**config.mk**
```make
export PLATFORM = sky130hd
export DESIGN_NAME = stopwatch_tenths_counter
export DESIGN_NICKNAME = d
export VERILOG_FILES = /design/src/rtl/stopwatch_tenths_counter.sv
export SDC_FILE = /design/constraint.sdc
export NUM_CORES = 1
export LEC_CHECK = 0
export ABC_CLOCK_PERIOD_IN_PS = 3800
export CAP_MARGIN = 20
export CORE_ASPECT_RATIO = 1.4
export CORE_MARGIN = 3
export CORE_UTILIZATION = 50
export CTS_BUF_LIST = sky130_fd_sc_hd__clkbuf_4 sky130_fd_sc_hd__clkbuf_8 sky130_fd_sc_hd__clkbuf_16
export DETAILED_ROUTE_END_ITERATION = 8
export PLACE_DENSITY_LB_ADDON = 0.12
export SYNTH_ARGS = -nofsm -noshare
export SYNTH_HDL_FRONTEND = slang
export SYNTH_HIERARCHICAL = 1
export SYNTH_SLANG_ARGS = --single-unit
```
**constraint.sdc**
```tcl
create_clock -name clk -period 3.8 [get_ports clk]
set_input_delay 0.57 -clock clk [delete_from_list [all_inputs] [get_ports clk]]
set_output_delay 0.57 -clock clk [all_outputs]
set_load 0.02 [all_outputs]
```
**src/rtl/stopwatch_tenths_counter.sv**
```systemverilog
// Stopwatch core: conditions three raw buttons, runs the IDLE/RUN/PAUSE machine
// and the 0.1 s timebase, and registers a 0..9999 count for the display driver.

module stopwatch_btn_cond #(
    parameter int DEBOUNCE_CYCLES = 1000000
) (
    input  logic clk,
    input  logic rst,
    input  logic btn,
    output logic press
);
    localparam int CW = $clog2(DEBOUNCE_CYCLES + 1);

    logic [1:0]    sync;
    logic          level;
    logic          level_q;
    logic [CW-1:0] stable_cnt;

    // Reset assumes the button is held, so a press that spans reset must be
    // released and pressed again before it counts as an event.
    always_ff @(posedge clk) begin
        if (rst) begin
            sync       <= 2'b11;
            level      <= 1'b1;
            level_q    <= 1'b1;
            stable_cnt <= '0;
        end else begin
            sync    <= {sync[0], btn};
            level_q <= level;
            if (sync[1] == level) begin
                stable_cnt <= '0;
            end else if (stable_cnt == CW'(DEBOUNCE_CYCLES - 1)) begin
                level      <= sync[1];
                stable_cnt <= '0;
            end else begin
                stable_cnt <= stable_cnt + 1'b1;
            end
        end
    end

    assign press = level & ~level_q;
endmodule

module stopwatch_tenths_counter #(
    parameter int CLK_FREQ_HZ     = 100000000,
    parameter int TICK_HZ         = 10,
    parameter int DEBOUNCE_CYCLES = 1000000
) (
    input  logic        clk,
    input  logic        rst,
    input  logic        btn_start_stop,
    input  logic        btn_clear,
    input  logic        btn_lap,
    output logic [13:0] displayed_number,
    output logic        running,
    output logic        lap_hold,
    output logic        wrapped
);
    localparam int NUM_BTN = 3;
    localparam int DIV     = CLK_FREQ_HZ / TICK_HZ;
    localparam int PW      = (DIV > 1) ? $clog2(DIV) : 1;

    typedef enum logic [1:0] {IDLE, RUN, PAUSE} state_t;

    state_t               state;
    logic [PW-1:0]        presc;
    logic [13:0]          count;
    logic [NUM_BTN-1:0]   btn_raw;
    logic [NUM_BTN-1:0]   btn_ev;
    logic                 ss_ev;
    logic                 clr_ev;
    logic                 lap_ev;
    logic                 tick;

    assign btn_raw = {btn_lap, btn_clear, btn_start_stop};

    genvar i;
    generate
        for (i = 0; i < NUM_BTN; i++) begin : g_btn
            stopwatch_btn_cond #(
                .DEBOUNCE_CYCLES(DEBOUNCE_CYCLES)
            ) u_btn (
                .clk   (clk),
                .rst   (rst),
                .btn   (btn_raw[i]),
                .press (btn_ev[i])
            );
        end
    endgenerate

    assign ss_ev  = btn_ev[0];
    assign clr_ev = btn_ev[1];
    assign lap_ev = btn_ev[2];
    assign tick   = (state == RUN) && (presc == PW'(DIV - 1));

    always_ff @(posedge clk) begin
        if (rst || clr_ev) begin
            state            <= IDLE;
            presc            <= '0;
            count            <= '0;
            displayed_number <= '0;
            running          <= 1'b0;
            lap_hold         <= 1'b0;
            wrapped          <= 1'b0;
        end else begin
            // Entering a hold also loads here, latching the count of the lap cycle.
            if (!lap_hold)
                displayed_number <= count;

            if (state == RUN) begin
                if (tick) begin
                    presc <= '0;
                    if (count == 14'd9999) begin
                        count   <= '0;
                        wrapped <= 1'b1;
                    end else begin
                        count <= count + 14'd1;
                    end
                end else begin
                    presc <= presc + 1'b1;
                end
            end

            if (ss_ev) begin
                case (state)
                    IDLE:    begin state <= RUN;   running <= 1'b1; end
                    RUN:     begin state <= PAUSE; running <= 1'b0; end
                    PAUSE:   begin state <= RUN;   running <= 1'b1; end
                    default: begin state <= IDLE;  running <= 1'b0; end
                endcase
            end else if (lap_ev) begin
                if (state == RUN)
                    lap_hold <= ~lap_hold;
                else if (state == PAUSE)
                    lap_hold <= 1'b0;
            end
        end
    end
endmodule
```
**Word level (Yosys, flattened, before mapping)**

Index checks and enable logic that the tools add are counted.

- Flip-flop bits (word level): 129
- Input bits: 5
- Logic and storage cells: 65

- Add/subtract/negate cells: 5
- Eq/ne operators: 10
- Mux-type cells: 6
- Bitwise logic cells: 11
- Reduce and logical (&&, ||, !) cells: 14

Operator list:

| cell | count |
|---|---|
| $add 20x1->20 const B | 3 |
| $eq 20x20->1 const B | 3 |
| $add 24x1->24 const B | 1 |
| $eq 24x24->1 const B | 1 |
| $mux 24 | 1 |
| $add 14x1->14 const B | 1 |
| $eq 14x14->1 const B | 1 |
| $mux 14 | 1 |
| $reduce_or 3->1 | 3 |
| $not 1->1 | 8 |
| $reduce_and 2->1 | 4 |
| $reduce_and 3->1 | 2 |
| $pmux 2 s2 | 1 |
| $and 1x1->1 | 3 |
| $eq 1x1->1 | 3 |
| $mux 1 | 3 |
| $eq 2x1->1 const B | 1 |
| $eq 2x2->1 const B | 1 |
| $logic_not 2->1 | 1 |
| $reduce_bool 2->1 | 1 |
| $reduce_or 2->1 | 1 |
| $logic_and 1x1->1 | 1 |
| $logic_or 1x1->1 | 1 |

**Depth between registers and ports, before layout**

- Depth in word-level cells: 4
- Mapped depth: 8
- Depth with buffers taken out: 6

**Hierarchy**

The synthesis kept the hierarchy.

By module, submodules not included:

| module | instances | cells each | area an instance (sq um) | seq. area each (sq um) |
|---|---|---|---|---|
| stopwatch_btn_cond | 3 | 113 | 1,051.0 | 480.5 |
| stopwatch_tenths_counter | 1 | 321 | 2,756.4 | 1,141.1 |

**Worst setup path before layout**

No wires, ideal clock.

- Kind: reg2reg
- Start: reg state[1]
- End: reg count[6]
- Setup time: 0.070 ns
- Arrival: 2.111 ns
- Data required time: 3.730 ns
- Slack: 1.618 ns
- Cell stages (with the launch flop): 8
- Path buffers: 1
- Clock period less this slack: 2.182 ns
- Path through: dfxtp_1 inv_1 ha_1 nand3_1 or4_1 clkbuf_1 or4b_1 a21oi_1

- Cells in the longest elaborated chain, start to end: 3

Ends and longest elaborated chain:

| item | RTL line | text |
|---|---|---|
| start: declaration | 65 | `state_t state;` |
| start signal: assignment | 98 | `state <= IDLE;` |
| start signal: assignment | 126 | `IDLE: begin state <= RUN; running <= 1'b1; end` |
| start signal: assignment | 127 | `RUN: begin state <= PAUSE; running <= 1'b0; end` |
| $eq 2x1->1 (*) | 94, 110 |  |
| $logic_and 1x1->1 | 94 | `assign tick = (state == RUN) && (presc == PW'(DIV - 1));` |
| $reduce_and 2->1 (no source line) (*) | - |  |
| end signal: assignment | 117 | `count <= count + 14'd1;` |
| end: declaration | 67 | `logic [13:0] count;` |

Every way passes the cells marked *; elsewhere a longest branch is shown, timed or not.
A chain may end at the register's enable or synchronous reset.

**Worst setup path in the final report**

- Start: reg lap_hold
- End: out lap_hold

RTL lines:

| item | RTL line | text |
|---|---|---|
| start: declaration | 56 | `output logic lap_hold,` |
| start signal: assignment | 133 | `lap_hold <= ~lap_hold;` |

No word-level cell between the ends.

==> results.sh <==
export IMPL_layout_commonest_cell="dfxtp_1"
export IMPL_core_area_um2=11500
export IMPL_io_buffers=21
export IMPL_ant_nets=0
export IMPL_grt_pass1_wl_um=20600
export IMPL_vias_per_cell=5.77
export IMPL_cts_htree_levels=4
export IMPL_powerDensity_nw_per_um2=458
export IMPL_tightest_slew_ns=0.926
export IMPL_fin_util=0.596
export IMPL_power_internal_mw=2.50
export IMPL_max_freq_mhz=373
export IMPL_routabilityCongestion=0.815
export IMPL_p_switching_uw=625
export IMPL_worstHoldStart="g_btn[1].u_btn/sync[0]"
export IMPL_cts_resized=0
export IMPL_initial_utilization=0.516
export IMPL_first_global_vias=4548
export IMPL_maxSlewViolCount=0
export IMPL_criticalPathCategory="flip-flop to output pin"
export IMPL_multi_input_area_um2=3140
export IMPL_reg2regPathDepth=6
export IMPL_timing_rr_start="state[1]"
export IMPL_tns_ns=0
export IMPL_clockBufferDepth=2
export IMPL_antenna_found_initial=0
export IMPL_stdcell_count=832
export IMPL_status="finished clean"
export IMPL_crit_fanout=17
export IMPL_critPathMaxStageDelay_ns=0.93
export IMPL_crit_slowest_cell="dfxtp_1"
export IMPL_clockRootBuffer="clkbuf_16"
export IMPL_grt_start_max_net_pins=36
export IMPL_rr_endpoint="count[6]"
export IMPL_wl_per_cell_um=14.4
export IMPL_synth_distinct_cells=52
export IMPL_fp_dieH_um=135
export IMPL_clk_latency_ns=0.41
export IMPL_synth_cells=660
export IMPL_dpl_cell_area_um2=6190
export IMPL_dp_cells=800
export IMPL_relSlewSlack=0.382
export IMPL_finalNetCount=690
export IMPL_ys_flop_type="dfxtp_1"
export IMPL_min_period_ns=2.68
export IMPL_syn_mean_instance_area_um2=8.95
export IMPL_cts_hold_buf=0
export IMPL_hold_violations=0
export IMPL_p_comb_frac=0.011
export IMPL_cts_tree="built"
export IMPL_start_kind="flip-flop"
export IMPL_ir_worst_vdd_uv=299
export IMPL_drc=0
export IMPL_hold_slack_ns=0.409
export IMPL_worst_ep_arrival_time_ns=2.11
export IMPL_finalClockSkew_ns=0.0112
export IMPL_drive_gt1_frac=0.110
export IMPL_fin_crit_sh=0.706
export IMPL_seq_area_um2=2580
export IMPL_totalWireLength_um=12000
export IMPL_hold_path_endpoint="g_btn[1].u_btn/sync[1]"
export IMPL_cp_end_kind="output pin"
export IMPL_switching_share=0.200
export IMPL_die_width_um=97.9
export IMPL_rows=46
export IMPL_critPathRequiredTime_ns=3.23
export IMPL_yosysTopAreaCell="dfxtp_1"
export IMPL_holdPathStages=1
export IMPL_cp_top_family="flip-flops"
export IMPL_async_reset_ff_frac=0
export IMPL_hpwl_um=7840
export IMPL_clkPwrFrac=0.554
export IMPL_antennaDiodeCount=0
export IMPL_path_clk_slew_ns=0.06
export IMPL_hold_path_class="flip-flop to flip-flop"
export IMPL_cp_num_cells=1
export IMPL_yosysSeqAreaShare=0.437
export IMPL_overflow=0
export IMPL_clock_sinks=129
export IMPL_first_pass_iters=4
export IMPL_vias=4801
export IMPL_synthTopCellsByArea="dfxtp_1 44%, nor2_1 5.1%, xor2_1 5.0%"
export IMPL_grt_total_usage=0.187
export IMPL_cts_setup_buffers=0
export IMPL_cp_cell_sequence="clkdlybuf4s50_1"
export IMPL_finalSetupViolCount=0
export IMPL_final_cell_mix="129 x dfxtp_1, 81 x nor2_1, 43 x nand3_1"
export IMPL_fill_cells=994
export IMPL_path_buf_inv=1
export IMPL_stdcell_area_um2=6830
export IMPL_synthesis_area_um2=5910
export IMPL_die_area_um2=13200
export IMPL_numCtsBuffers=17
export IMPL_boundaryPins=22
export IMPL_area_growth_pct=15.5
export IMPL_synthesis_nets=675
export IMPL_yosysTopAreaCellShare=0.437
export IMPL_rsz0062_at_grt="no"
export IMPL_drv_cap=0
export IMPL_ys_seq_elements=129
export IMPL_synth_edff_count=0
export IMPL_ys_warn_count=6
export IMPL_seqPwrFrac=0.435
export IMPL_rrSetupSlack_ns=1.20
export IMPL_first_iter_violations=217
export IMPL_leakage_nw=2.20
==> power groups by stage <==
stage | clock network, mW | registers (mW) | logic, mW
final | 1.73 | 1.36 | 0.0332
after global placement | 0 | 1.39 | 0.0328
after CTS | 1.77 | 1.36 | 0.0334
after detailed placement | 0 | 1.39 | 0.0335
after global routing | 1.82 | 1.36 | 0.0370
after floorplan | 0 | 1.39 | 0.0209
==> final cells by class <==
type | instances | area share
flip-flops and latches | 129 | 0.378
repair buffers | 27 | 0.0374
inverters | 8 | 0.00440
well taps | 144 | 0.0264
clock inverters | 13 | 0.0271
multi-input cells | 492 | 0.460
clock buffers | 19 | 0.0663
==> synthesized netlist by cell type, types with 6 or more instances <==
cell and n:
a211oi_1 8, a21oi_1 34, and3_1 10, and3_2 6, and4_1 7, clkbuf_1 19, dfxtp_1 129, ha_1 10
inv_1 8, mux2i_1 16, nand2_1 39, nand3_1 43, nand4_1 19, nor2_1 81, nor4_1 7, o21ai_0 28
o22ai_1 8, o31ai_1 12, or2_2 11, or3_1 23, or4_1 14, xnor2_1 13, xor2_1 34
==> metal layers <==
layer / share of wire / GRT usage / up-vias
li1: - / - / 2427
met1: 0.44 / 0.222 / 2273
met2: 0.51 / 0.326 / 84
met3: 0.034 / 0.0429 / 17
met4: 0.014 / 0.0770 / 0
met5: 0 / 0 / -
==> worst max-delay path by stage <==
stage / from / endpoint / slack, ns
2_1_floorplan: state[1] / count[6] / 1.62
3_3_place_gp: state[1] / count[6] / 1.32
3_5_place_dp: state[1] / count[6] / 1.22
4_1_cts: lap_hold / lap_hold / 1.07
5_1_grt: lap_hold / lap_hold / 0.97
6_report: lap_hold / lap_hold / 1.12
==> stage by stage <==
| step | setup WS, ns | power (mW) |
|---|---|---|
| after global placement | 1.32 | 1.42 |
| after detailed placement | 1.22 | 1.42 |
| final | 1.12 | 3.12 |
| after floorplan | 1.62 | 1.41 |
| after CTS | 1.07 | 3.16 |
| after global routing | 0.969 | 3.22 |
==> state kept, by name (all words and copies together), names as in the netlist <==
| register | flops |
|---|---|
| state | 2 |
| presc | 24 |
| wrapped | 1 |
| running | 1 |
| g_btn.u_btn/level | 3 |
| displayed_number | 14 |
| lap_hold | 1 |
| g_btn.u_btn/stable_cnt | 60 |
| g_btn.u_btn/level_q | 3 |
| g_btn.u_btn/sync | 6 |
| count | 14 |
==> cell families (layout without fill, tap and decap cells) <==
| logic type | Yosys count | in the layout | share of synthesized area |
|---|---|---|---|
| compound gates | 109 | 109 | 0.112 |
| xor+xnor | 47 | 47 | 0.0697 |
| fa+ha+maj | 10 | 10 | 0.0212 |
| buf+inv | 39 | 67 | 0.0313 |
| flops | 129 | 129 | 0.437 |
| mux | 16 | 16 | 0.0271 |
| simple gates | 310 | 310 | 0.302 |
(Power assumes the default switching activity.)
